File: src/rtl/hazard_controller_if.sv
// ID-stage hazard interface: decoded instruction fields in, pipeline control out.
interface hazard_controller_if #(
    parameter int unsigned CNT_W = 16
);
    logic             id_valid;
    logic [4:0]       id_rs;
    logic             id_rs_used;
    logic [4:0]       id_rt;
    logic             id_rt_used;
    logic             id_wr_en;
    logic [4:0]       id_wr_id;
    logic             id_jr;
    logic             stall;
    logic             bubble;
    logic             flush;
    logic             id_kill;
    logic [CNT_W-1:0] stall_cycles;

    modport master (
        output id_valid, id_rs, id_rs_used, id_rt, id_rt_used, id_wr_en, id_wr_id, id_jr,
        input  stall, bubble, flush, id_kill, stall_cycles
    );

    modport slave (
        input  id_valid, id_rs, id_rs_used, id_rt, id_rt_used, id_wr_en, id_wr_id, id_jr,
        output stall, bubble, flush, id_kill, stall_cycles
    );
endinterface

File: src/rtl/hazard_controller.sv
// In-order pipeline RAW hazard detector with jr flush sequencing and stall counter.
// Define REGFILE_BYPASS_EN for a write-through register file (WB slot not matched).
module hazard_controller #(
    parameter int unsigned DEPTH = 4,
    parameter int unsigned CNT_W = 16
) (
    input  logic               clk,
    input  logic               rst,
    hazard_controller_if.slave bus
);

`ifdef REGFILE_BYPASS_EN
    localparam int unsigned N_CHK = DEPTH - 1;
`else
    localparam int unsigned N_CHK = DEPTH;
`endif

    typedef enum logic [1:0] {
        S_RUN,
        S_STALL,
        S_FLUSH
    } state_t;

    state_t           state;
    state_t           next_state;
    logic [DEPTH-1:0] slot_valid;
    logic [4:0]       slot_id [DEPTH];
    logic             rs_match;
    logic             rt_match;
    logic             rs_hit;
    logic             rt_hit;
    logic             hazard;
    logic             jr_take;
    logic             kill;
    logic             slot_load;
    logic [CNT_W-1:0] cnt;

    // Compare both sources against every in-flight writer that is not yet readable.
    always_comb begin
        rs_match = 1'b0;
        rt_match = 1'b0;
        for (int unsigned i = 0; i < N_CHK; i++) begin
            if (slot_valid[i] && (slot_id[i] == bus.id_rs)) rs_match = 1'b1;
            if (slot_valid[i] && (slot_id[i] == bus.id_rt)) rt_match = 1'b1;
        end
    end

    assign rs_hit = rs_match && bus.id_rs_used && (bus.id_rs != 5'd0);
    assign rt_hit = rt_match && bus.id_rt_used && (bus.id_rt != 5'd0);

    always_ff @(posedge clk) begin
        if (rst) state <= S_RUN;
        else     state <= next_state;
    end

    // The FLUSH cycle squashes the ID instruction and masks every control output.
    always_comb begin
        next_state = state;
        kill       = (state == S_FLUSH);
        hazard     = 1'b0;
        jr_take    = 1'b0;
        if (!kill) begin
            hazard  = bus.id_valid && (rs_hit || rt_hit);
            jr_take = bus.id_valid && bus.id_jr && !hazard;
        end
        case (state)
            S_RUN, S_STALL: begin
                if (hazard)       next_state = S_STALL;
                else if (jr_take) next_state = S_FLUSH;
                else              next_state = S_RUN;
            end
            S_FLUSH: next_state = S_RUN;
            default: next_state = S_RUN;
        endcase
    end

    assign slot_load = bus.id_valid && bus.id_wr_en && (bus.id_wr_id != 5'd0) && !hazard && !kill;

    // Writer scoreboard: slot 0 is s2, slot DEPTH-1 is WB.
    always_ff @(posedge clk) begin
        if (rst) begin
            slot_valid <= '0;
            for (int unsigned i = 0; i < DEPTH; i++) slot_id[i] <= 5'd0;
        end else begin
            slot_valid <= {slot_valid[DEPTH-2:0], slot_load};
            slot_id[0] <= bus.id_wr_id;
            for (int unsigned i = 1; i < DEPTH; i++) slot_id[i] <= slot_id[i-1];
        end
    end

    always_ff @(posedge clk) begin
        if (rst)                      cnt <= '0;
        else if (hazard && (cnt != '1)) cnt <= cnt + CNT_W'(1);
    end

    assign bus.stall        = hazard;
    assign bus.bubble       = hazard;
    assign bus.flush        = jr_take;
    assign bus.id_kill      = kill;
    assign bus.stall_cycles = cnt;

endmodule
File: src/flat_wrapper.sv
// flat-port wrapper written by rule: the top's interface ports become plain ports
module hazard_controller_flat 
#(
    parameter int unsigned DEPTH = 4,
    parameter int unsigned CNT_W = 16
)
  (clk, rst, bus_id_valid, bus_id_rs, bus_id_rs_used, bus_id_rt, bus_id_rt_used, bus_id_wr_en, bus_id_wr_id, bus_id_jr, bus_stall, bus_bubble, bus_flush, bus_id_kill, bus_stall_cycles);
  hazard_controller_if #(.CNT_W(CNT_W)) bus_i ();
  input  logic clk;
  input  logic rst;
  input wire logic [$bits(bus_i.id_valid)-1:0] bus_id_valid;
  input wire logic [$bits(bus_i.id_rs)-1:0] bus_id_rs;
  input wire logic [$bits(bus_i.id_rs_used)-1:0] bus_id_rs_used;
  input wire logic [$bits(bus_i.id_rt)-1:0] bus_id_rt;
  input wire logic [$bits(bus_i.id_rt_used)-1:0] bus_id_rt_used;
  input wire logic [$bits(bus_i.id_wr_en)-1:0] bus_id_wr_en;
  input wire logic [$bits(bus_i.id_wr_id)-1:0] bus_id_wr_id;
  input wire logic [$bits(bus_i.id_jr)-1:0] bus_id_jr;
  output wire logic [$bits(bus_i.stall)-1:0] bus_stall;
  output wire logic [$bits(bus_i.bubble)-1:0] bus_bubble;
  output wire logic [$bits(bus_i.flush)-1:0] bus_flush;
  output wire logic [$bits(bus_i.id_kill)-1:0] bus_id_kill;
  output wire logic [$bits(bus_i.stall_cycles)-1:0] bus_stall_cycles;
  assign bus_i.id_valid = bus_id_valid;
  assign bus_i.id_rs = bus_id_rs;
  assign bus_i.id_rs_used = bus_id_rs_used;
  assign bus_i.id_rt = bus_id_rt;
  assign bus_i.id_rt_used = bus_id_rt_used;
  assign bus_i.id_wr_en = bus_id_wr_en;
  assign bus_i.id_wr_id = bus_id_wr_id;
  assign bus_i.id_jr = bus_id_jr;
  assign bus_stall = bus_i.stall;
  assign bus_bubble = bus_i.bubble;
  assign bus_flush = bus_i.flush;
  assign bus_id_kill = bus_i.id_kill;
  assign bus_stall_cycles = bus_i.stall_cycles;
  hazard_controller #(.DEPTH(DEPTH), .CNT_W(CNT_W)) u_core (.clk(clk), .rst(rst), .bus(bus_i));
endmodule
File: config.mk
export PLATFORM = sky130hd
export DESIGN_NAME = hazard_controller_flat
export DESIGN_NICKNAME = d
export VERILOG_FILES = /design/src/rtl/hazard_controller_if.sv /design/src/rtl/hazard_controller.sv /design/src/flat_wrapper.sv
export SDC_FILE = /design/constraint.sdc
export NUM_CORES = 1
export LEC_CHECK = 0
export ABC_AREA = 1
export BUFFER_PORTS_ARGS = -buffer_cell sky130_fd_sc_hd__buf_4
export CAP_MARGIN = 40
export CELL_PAD_IN_SITES_DETAIL_PLACEMENT = 1
export CELL_PAD_IN_SITES_GLOBAL_PLACEMENT = 1
export CORE_ASPECT_RATIO = 1.75
export CORE_MARGIN = 4
export CORE_UTILIZATION = 38
export CTS_CLUSTER_SIZE = 16
export DETAILED_ROUTE_END_ITERATION = 12
export GPL_TIMING_DRIVEN = 0
export PLACE_DENSITY = 0.9
export SYNTH_ARGS = -nofsm -noshare
export SYNTH_HDL_FRONTEND = slang
export SYNTH_SLANG_ARGS = --single-unit
File: constraint.sdc
create_clock -name clk -period 2.4 [get_ports clk]
set_input_delay 0.6 -clock clk [delete_from_list [all_inputs] [get_ports clk]]
set_output_delay 0.6 -clock clk [all_outputs]
set_load 0.02 [all_outputs]
Yosys cells after proc, flatten, opt, wreduce, memory -nomap -nowiden
Memory sizes are Yosys's and may differ from the RTL's.
Cells that the tools add are included.
{ "totals": {"ff_bits": 22, "latch_bits": 0, "ramBits": 20, "mem_bits_ro": 0, "out_inout_bits": 20, "n_memories": 1} }
{ "memory_table": {"columns": ["name", "words", "word_bits", "rd", "rd_clocked_by_memory_dff", "wr", "line", "rtl"], "rows": [
  ["u_core.slot_id", 4, 5, 4, 0, 4, "hazard_controller.sv:27", "logic [4:0] slot_id [DEPTH];"]
]} }
{ "op_classes": {"n_addsub": 1, "multipliers": 0, "n_div": 0, "magnitude_cmp": 0, "eq_ne": 11, "shifts": 0, "mux": 19, "n_bitwise": 5, "reduce_logical": 31} }
{ "op_table": {"columns": ["cell", "n"], "rows": [
  ["5-bit == test", 8],
  ["1-bit logical AND", 20],
  ["5-bit 2-to-1 mux", 4],
  ["16-bit by 1-bit adder with 16-bit output, second input constant", 1],
  ["16-bit inequality test, second input constant", 1],
  ["5-bit nonzero test", 3],
  ["1-bit 2-to-1 mux", 14],
  ["1-bit OR", 4],
  ["2-bit OR reduction", 2],
  ["1-bit logical NOT", 3],
  ["3-bit OR reduction", 1],
  ["2-bit by 1-bit == test with 1-bit output, second input constant", 1],
  ["2-bit == test, second input constant", 1],
  ["2-bit logical NOT", 1],
  ["2-bit 2-to-1 mux", 1],
  ["1-bit logical OR", 1],
  ["1-bit inverter", 1]
]} }

Longest topological paths before layout
Gate-level depths: netlist of the first run.
An unclocked memory read counts as a cell.
{ "logic_depth": {"word_depth": 16, "mapped_depth": 14} }

Worst setup path before layout of the first run
Ideal clock, no wire load.
{ "synth_timing": {"path_kind": "input-to-output", "start": "in bus_id_rs[1]", "end": "out bus_stall", "arrival_ns": 1.679, "t_required_ns": 1.800, "setup_slack_ns": 0.121, "stages": 10, "path_buffers": 1, "cell_sequence": "inv_1 o21ai_0 nor2_1 nand3_1 nand2_2 o21bai_4 nand2_4 nand2_1 inv_1 buf_4"} }
{ "synth_between": {"elab_chain_len": 11} }
{ "synth_lines": {"columns": ["element", "line", "rtl"], "rows": [
  ["start: declaration", "flat_wrapper.sv:12", "input wire logic [$bits(bus_i.id_rs)-1:0] bus_id_rs;"],
  ["5-bit == test", "hazard_controller.sv:43", "if (slot_valid[i] && (slot_id[i] == bus.id_rs)) rs_match = 1'b1;"],
  ["1-bit logical AND", "hazard_controller.sv:43", null],
  ["1-bit 2-to-1 mux (4 in a row)", "hazard_controller.sv:43", null],
  ["1-bit logical AND", "hazard_controller.sv:48", "assign rs_hit = rs_match && bus.id_rs_used && (bus.id_rs != 5'd0);"],
  ["1-bit logical AND (*)", "hazard_controller.sv:48", null],
  ["1-bit logical OR (*)", "hazard_controller.sv:63", "hazard = bus.id_valid && (rs_hit || rt_hit);"],
  ["1-bit logical AND (*)", "hazard_controller.sv:63", null],
  ["1-bit 2-to-1 mux (*)", "hazard_controller.sv:62", "if (!kill) begin"],
  ["end: declaration", "flat_wrapper.sv:19", "output wire logic [$bits(bus_i.stall)-1:0] bus_stall;"]
]} }
Every way passes the cells marked *; elsewhere a longest branch is shown, timed or not.

Worst setup path after layout of the first run
{ "layout_timing": {"start": "in bus_id_rt[3]", "end": "out bus_flush"} }
{ "layout_between": {"elab_chain_len": 13} }
{ "layout_lines": {"columns": ["element", "line", "rtl"], "rows": [
  ["start: declaration", "flat_wrapper.sv:14", "input wire logic [$bits(bus_i.id_rt)-1:0] bus_id_rt;"],
  ["5-bit == test", "hazard_controller.sv:44", "if (slot_valid[i] && (slot_id[i] == bus.id_rt)) rt_match = 1'b1;"],
  ["1-bit logical AND", "hazard_controller.sv:44", null],
  ["1-bit 2-to-1 mux (4 in a row)", "hazard_controller.sv:44", null],
  ["1-bit logical AND", "hazard_controller.sv:49", "assign rt_hit = rt_match && bus.id_rt_used && (bus.id_rt != 5'd0);"],
  ["1-bit logical AND (*)", "hazard_controller.sv:49", null],
  ["1-bit logical OR (*)", "hazard_controller.sv:63", null],
  ["1-bit logical AND (*)", "hazard_controller.sv:63", null],
  ["1-bit logical NOT (*)", "hazard_controller.sv:64", "jr_take = bus.id_valid && bus.id_jr && !hazard;"],
  ["1-bit logical AND (*)", "hazard_controller.sv:64", null],
  ["1-bit 2-to-1 mux (*)", "hazard_controller.sv:62", null],
  ["end: declaration", "flat_wrapper.sv:21", "output wire logic [$bits(bus_i.flush)-1:0] bus_flush;"]
]} }
Marks and branches as above.

==> impl_metrics.ini, run 1 <==
[critical_path]
worst_r2r_endpoint = u_core.bus.stall_cycles[8]
endpoint_kind = output port
cp_slowest_cell = sky130_fd_sc_hd__o21ai_2
cp.buffers_inverters = 4
critical_path_class = input port to output port
r2r_cell_count = 14
critPathMaxFanout = 5
cp-endpoint = bus_flush
cp_data_arrival_time_ns = 1.87
worst-endpoint-required_ns = 1.80
rr_startpoint = u_core.bus.stall_cycles[0]
cp_cell_sequence = buf_4 -> inv_4 -> nand2_1 -> o21ai_1 -> nor2_1 -> nand3_1 -> nand2_1 -> o21ai_2 -> nand4_1 -> inv_1 -> buf_4
critPathTopFamily = simple AND/OR/NAND/NOR gates
path_depth = 11
worst_r2r_setup_slack_ns = 0.17
start_kind = input port
cpPeakStageDelay_ns = 0.27
worst_setup_path_startpoint = bus_id_rt[3]

[status]
violations_in_the_final_reports = setup timing
run_status = complete, but fails checks

[cells_and_area]
syn2layout_area_growth_pct = 28.4
diodes = 0
fillers = 909
top_library_cells_by_usage_in_the_layout_fill_and_taps_aside = 138 x sky130_fd_sc_hd__nand2_1, 82 x sky130_fd_sc_hd__nor2_1, 60 x sky130_fd_sc_hd__inv_1
final_layout_size_suffix_gt1_share_pct = 20.4
final_net_count = 508
layout_commonest_cell = sky130_fd_sc_hd__nand2_1
fraction_of_the_core_area_covered_by_cells_at_the_end_of_the_flow_pct = 50.9

[placement]
io_buffers = 41
place_hpwl_um = 6500
routabilityCongestion = 0.930

[floorplanning]
io-pin-count = 42
die_area_um2 = 7960
initial_core_util_pct = 39.6
fp.coreArea_um2 = 6280
die_width_um = 69.2
std_cell_rows = 38
chipHeight_um = 115

[grt]
wire_length_of_the_first_global_routing_pass_um = 14100
total_grt_overflow = 0
globalRouteTotalUtil_pct = 22.3
grt_start_max_net_pins = 15
number_of_global_route_vias_before_repair = 3083
antenna_violations_before_repair = 0

[worst_hold_path]
worst_hold_check_path_type = flop to flop

[sta]
slew-limit-headroom_pct = 61.1
post-route-period-util_pct = 103
maxClockFrequency_ghz = 0.405
grt_setup_unrepaired = yes
final_period_minus_worst_setup_slack_ns = 2.47
timing.final.max_slew_violations = 0
postLayoutSetupSlackWorst_ns = -0.0680
number_of_endpoints_failing_setup_at_the_final_stage = 3
finalClockSkew_ns = 0.00616
final_hold_viol_count = 0
worstMarginPinSlew_ns = 0.584

[synthesis]
synth_top_family_by_area = simple AND/OR/NAND/NOR gates
synth_cell_types = 27
synthXorXnorAreaFrac_pct = 0.704
synth_nets = 448
synth-async-reset-ratio_pct = 0
ys_seq_area_share_pct = 33.8
synth.avg_cell_area_um2 = 5.85
synth.mux.area_fraction_pct = 0
synth-main-ff-cell = sky130_fd_sc_hd__dfxtp_1
synthesis.area_um2 = 2490
synth_compound_gate_area_share_pct = 3.87
synth-edff-count = 0
yosysWarnings = 0
post_synth_fa_ha_maj_area_fraction_pct = 0.503
synth_simple_gate_area_share_pct = 47.8
syn_inst = 425
ys_seq_elements = 42

[power]
power.share.sequential_pct = 44.3
p_per_area_nw_per_um2 = 510
static-leakage-power_nw = 1.62
power.total_mw = 1.63
ir_worst_vdd_mv = 0.409
power.share.combinational_pct = 12.8
swShare_pct = 25.8
p_int_mw = 1.21
clock_power_share_pct = 42.9
net-switching-power_mw = 0.420

[clocking]
clock_sink_count = 42
h-tree-depth = 2
postCtsHoldBufs = 0
tritoncts = done
clock_tree.buffer_depth = 2
cts_inserted_buffers = 5
clkTransAtPathRegs_ns = 0.09
cts.root.buffer_cell = sky130_fd_sc_hd__clkbuf_8
clk_latency_ns = 0.31

[detailed_routing]
final_antenna_net_count = 0
first_iter_violations = 115
routed_wl_um = 9050
route.vias.total = 2906
1st_pass_router_iterations = 4
detail_route.vias_per_cell = 5.13
drcViolationCount = 0
wire_per_inst_um = 16.0

[flow_run]
cap_violations = 0
kinds of logic (layout without fill, tap and decap cells):
| family | count (synthesis) | after routing |
|---|---|---|
| and+or+nand+nor | 283 | 283 |
| buffers and inverters | 82 | 143 |
| DFF | 42 | 42 |
| AOI/OAI and AO/OA | 15 | 15 |
| xor gates and xnor gates | 2 | 2 |
| adders and majority gates | 1 | 1 |
stage by stage:
step | instance area [µm²] | hold slack, ns | instances | TNS [ns] | worst slack, ns
floorplan | 2490 | 0.413 | 425 | 0 | 0.121
global placement | 2900 | 0.422 | 546 | -0.750 | -0.321
detailed placement | 2900 | 0.436 | 546 | -0.808 | -0.353
CTS | 3130 | 0.450 | 559 | 0 | 0.00929
global route | 3190 | 0.460 | 566 | -0.303 | -0.143
finish | 3190 | 0.443 | 566 | -0.105 | -0.0680
cell type report:
cell class	instances	area (µm²)	share of cell area, %
Sequential cell	42	841	26.3
Timing Repair Buffer	54	428	13.4
Clock inverter	3	68.8	2.15
Tap cell	80	100	3.13
Inverter	74	297	9.28
Clock buffer	5	68.8	2.15
Buffer	7	47.5	1.49
Multi-Input combinational cell	301	1340	42.1
routing by layer:
metal  vias to the layer above  routed length [µm]  track usage [%]
met2                        80                5080             46.1
met4                         0                 543             13.8
met5                         -                   0                0
met1                      1378                3090             19.1
met3                        39                 331             3.50
li1                       1409                   -                -
worst register-to-register path: cells and delay by family (launching register included):
kind	cells	cell delay, ns
AND/OR/NAND/NOR	11	1.20
flip-flops	1	0.42
buffers and inverters	2	0.26
adder cells (fa/ha/maj)	1	0.21
sequential cells by signal (all words and copies together), names as in the netlist:
name / cells
u_core.slot_valid: 4
u_core.bus.stall_cycles: 16
u_core.slot_id: 20
u_core.state: 2
power by group through the flow:
stage	Sequential, mW	Combinational [mW]	Clock (mW)
floorplan	0.735	0.101	0
global placement	0.737	0.177	0
detailed placement	0.738	0.182	0
CTS	0.722	0.198	0.697
global route	0.724	0.230	0.737
finish	0.722	0.208	0.698
cell usage after synthesis (2+ instances only):
| library cell | number | area [µm²] |
|---|---|---|
| sky130_fd_sc_hd__clkbuf_1 | 4 | 15.0 |
| sky130_fd_sc_hd__dfxtp_1 | 42 | 841 |
| sky130_fd_sc_hd__inv_1 | 65 | 244 |
| sky130_fd_sc_hd__inv_2 | 8 | 30.0 |
| sky130_fd_sc_hd__nand2_1 | 140 | 526 |
| sky130_fd_sc_hd__nand2_2 | 2 | 12.5 |
| sky130_fd_sc_hd__nand3_1 | 24 | 120 |
| sky130_fd_sc_hd__nand3_2 | 3 | 30.0 |
| sky130_fd_sc_hd__nand4_1 | 17 | 106 |
| sky130_fd_sc_hd__nor2_1 | 86 | 323 |
| sky130_fd_sc_hd__nor2_2 | 5 | 31.3 |
| sky130_fd_sc_hd__nor3_1 | 3 | 15.0 |
| sky130_fd_sc_hd__o21ai_0 | 11 | 55.1 |
| sky130_fd_sc_hd__xor2_1 | 2 | 17.5 |
how the worst min path moves through the flow:
stage | from | endpoint | slack (ns) | cells past startpoint
final | u_core.slot_valid[2] | u_core.slot_valid[3] | 0.44 | 2
after global routing | u_core.slot_valid[2] | u_core.slot_valid[3] | 0.46 | 2
after CTS | u_core.slot_valid[2] | u_core.slot_valid[3] | 0.45 | 2
after detailed placement | u_core.slot_valid[2] | u_core.slot_valid[3] | 0.44 | 2
after global placement | u_core.slot_valid[2] | u_core.slot_valid[3] | 0.42 | 2
after floorplan | u_core.slot_valid[1] | u_core.slot_valid[2] | 0.41 | 2
timing repair:
action / 4_1_cts / 5_1_grt
buffers inserted: 6 / 7
endpoints found under the setup margin: 3 / 3
resized for setup: 25 / 4
pin swaps: 8 / 6
cloned: 0 / 0
Note: power is estimated with default switching activity, not from simulation.
==> inputs of run 2 (changes only) <==
--- a/config.mk
+++ b/config.mk
@@ -10,7 +10,6 @@
 export CAP_MARGIN = 40
 export CELL_PAD_IN_SITES_DETAIL_PLACEMENT = 1
 export CELL_PAD_IN_SITES_GLOBAL_PLACEMENT = 1
-export CORE_ASPECT_RATIO = 1.75
 export CORE_MARGIN = 4
 export CORE_UTILIZATION = 38
 export CTS_CLUSTER_SIZE = 16
==> impl_metrics.ini, run 2 (synthesis results as in run 1) <==
[floorplanning]
fp.coreArea_um2 = 6350
initial_core_util_pct = 39.2
die_width_um = 88.9
chipHeight_um = 88.9
io-pin-count = 42
std_cell_rows = 29
die_area_um2 = 7900

[clocking]
clk_latency_ns = 0.30
cts_inserted_buffers = 5
clock_sink_count = 42
cts.root.buffer_cell = sky130_fd_sc_hd__clkbuf_8
clkTransAtPathRegs_ns = 0.08
clock_tree.buffer_depth = 2
h-tree-depth = 2
tritoncts = done

[detailed_routing]
wire_per_inst_um = 14.5
final_antenna_net_count = 0
routed_wl_um = 8020
first_iter_violations = 94
1st_pass_router_iterations = 4
route.vias.total = 2780
drcViolationCount = 0
detail_route.vias_per_cell = 5.02

[sta]
worstMarginPinSlew_ns = 0.583
final.setup.tns_ns = -0.0559
final_period_minus_worst_setup_slack_ns = 2.46
hold_slack_ns = 0.442
timing.final.max_slew_violations = 0
postLayoutSetupSlackWorst_ns = -0.0559
maxClockFrequency_ghz = 0.407
number_of_endpoints_failing_setup_at_the_final_stage = 1
grt_setup_unrepaired = yes
slew-limit-headroom_pct = 61.1
post-route-period-util_pct = 102
finalClockSkew_ns = 0.00762
final_hold_viol_count = 0

[cells_and_area]
final_net_count = 499
diodes = 0
top_library_cells_by_usage_in_the_layout_fill_and_taps_aside = 138 x sky130_fd_sc_hd__nand2_1, 86 x sky130_fd_sc_hd__nor2_1, 60 x sky130_fd_sc_hd__inv_1
fraction_of_the_core_area_covered_by_cells_at_the_end_of_the_flow_pct = 48.5
syn2layout_area_growth_pct = 23.8
largest_register_ff_count = 20
post-route-cell-area_um2 = 3080
largest-register = u_core.slot_id
layout_commonest_cell = sky130_fd_sc_hd__nand2_1
final_layout_size_suffix_gt1_share_pct = 17.8

[grt]
globalRouteTotalUtil_pct = 21.3
antenna_violations_before_repair = 0
total_grt_overflow = 0
number_of_global_route_vias_before_repair = 2822
wire_length_of_the_first_global_routing_pass_um = 13100
grt_start_max_net_pins = 13

[placement]
place_hpwl_um = 6090
routabilityCongestion = 0.876
io_buffers = 41
dpl-instance-area_um2 = 2890

[critical_path]
r2r_cell_count = 14
endpoint_kind = output port
worst_r2r_setup_slack_ns = 0.41
worst_r2r_endpoint = u_core.bus.stall_cycles[8]
worst-endpoint-required_ns = 1.80
critical_path_class = input port to output port
start_kind = input port
cp_data_arrival_time_ns = 1.86
rr_startpoint = u_core.bus.stall_cycles[1]
critPathMaxFanout = 7

[worst_hold_path]
worst_hold_check_path_type = flop to flop
hold_crit_start = u_core.slot_valid[2]
hold_end = u_core.slot_valid[3]
hold_path_cells = 2

[power]
static-leakage-power_nw = 1.55
p_per_area_nw_per_um2 = 457
ir_worst_vdd_mv = 0.203
power.total_mw = 1.41

[status]
run_status = complete, but fails checks
violations_in_the_final_reports = setup timing

[flow_run]
cap_violations = 0
run 2: how the worst max path moves through the flow:
stage                      start         to  slack (ns)  cells after the start
global placement    bus_id_rs[0]  bus_stall       -0.35                     13
CTS                 bus_id_rs[3]  bus_stall       -0.06                     12
floorplan           bus_id_rs[1]  bus_stall        0.12                     10
finish              bus_id_rs[3]  bus_stall       -0.06                     12
global route        bus_id_rs[3]  bus_stall       -0.15                     13
detailed placement  bus_id_rs[3]  bus_stall       -0.39                     13
run 2: where the power goes:
part,internal (mW),switching (mW)
logic,0.0718,0.122
registers,0.711,0.0106
clock network,0.233,0.260
run 2: layout make-up:
type	count	area, µm²
flip-flops and latches	42	841
well taps	77	96.3
clock inverters	1	5.00
plain buffers	8	58.8
fillers	889	3270
inverters	74	302
clock buffers	7	86.3
repair buffers	44	357
multi-input cells	301	1330
run 2: worst max-delay path, cell delays in order:
cell,delay (ns)
sky130_fd_sc_hd__buf_8,0.08
sky130_fd_sc_hd__clkinvlp_4,0.16
sky130_fd_sc_hd__o21ai_1,0.16
sky130_fd_sc_hd__nor2_1,0.07
sky130_fd_sc_hd__nand3_1,0.09
sky130_fd_sc_hd__nand2_2,0.08
sky130_fd_sc_hd__o21bai_4,0.15
sky130_fd_sc_hd__nand2_4,0.08
sky130_fd_sc_hd__nand2_4,0.10
sky130_fd_sc_hd__inv_4,0.05
sky130_fd_sc_hd__buf_6,0.11
sky130_fd_sc_hd__buf_6,0.12
run 2: timing repair:
item	4_1_cts	5_1_grt
endpoints found under the setup margin	3	3
setup buffers	3	0
resized for setup	22	7
hold endpoints to repair	0	0
pin swaps	9	11
hold buffers	0	0
run 2: layer usage:
| metal | GRT usage, % | routed length, µm | vias to the layer above |
|---|---|---|---|
| met2 | 38.1 | 4020 | 49 |
| met5 | 0 | 0 | - |
| met3 | 3.41 | 311 | 9 |
| met4 | 5.22 | 78 | 0 |
| li1 | - | - | 1394 |
| met1 | 26.7 | 3620 | 1328 |
run 2: through the flow:
| stage | cells | worst slack [ns] |
|---|---|---|
| global route | 554 | -0.145 |
| finish | 554 | -0.0559 |
| CTS | 554 | -0.0602 |
| floorplan | 425 | 0.121 |
| detailed placement | 543 | -0.386 |
| global placement | 543 | -0.352 |
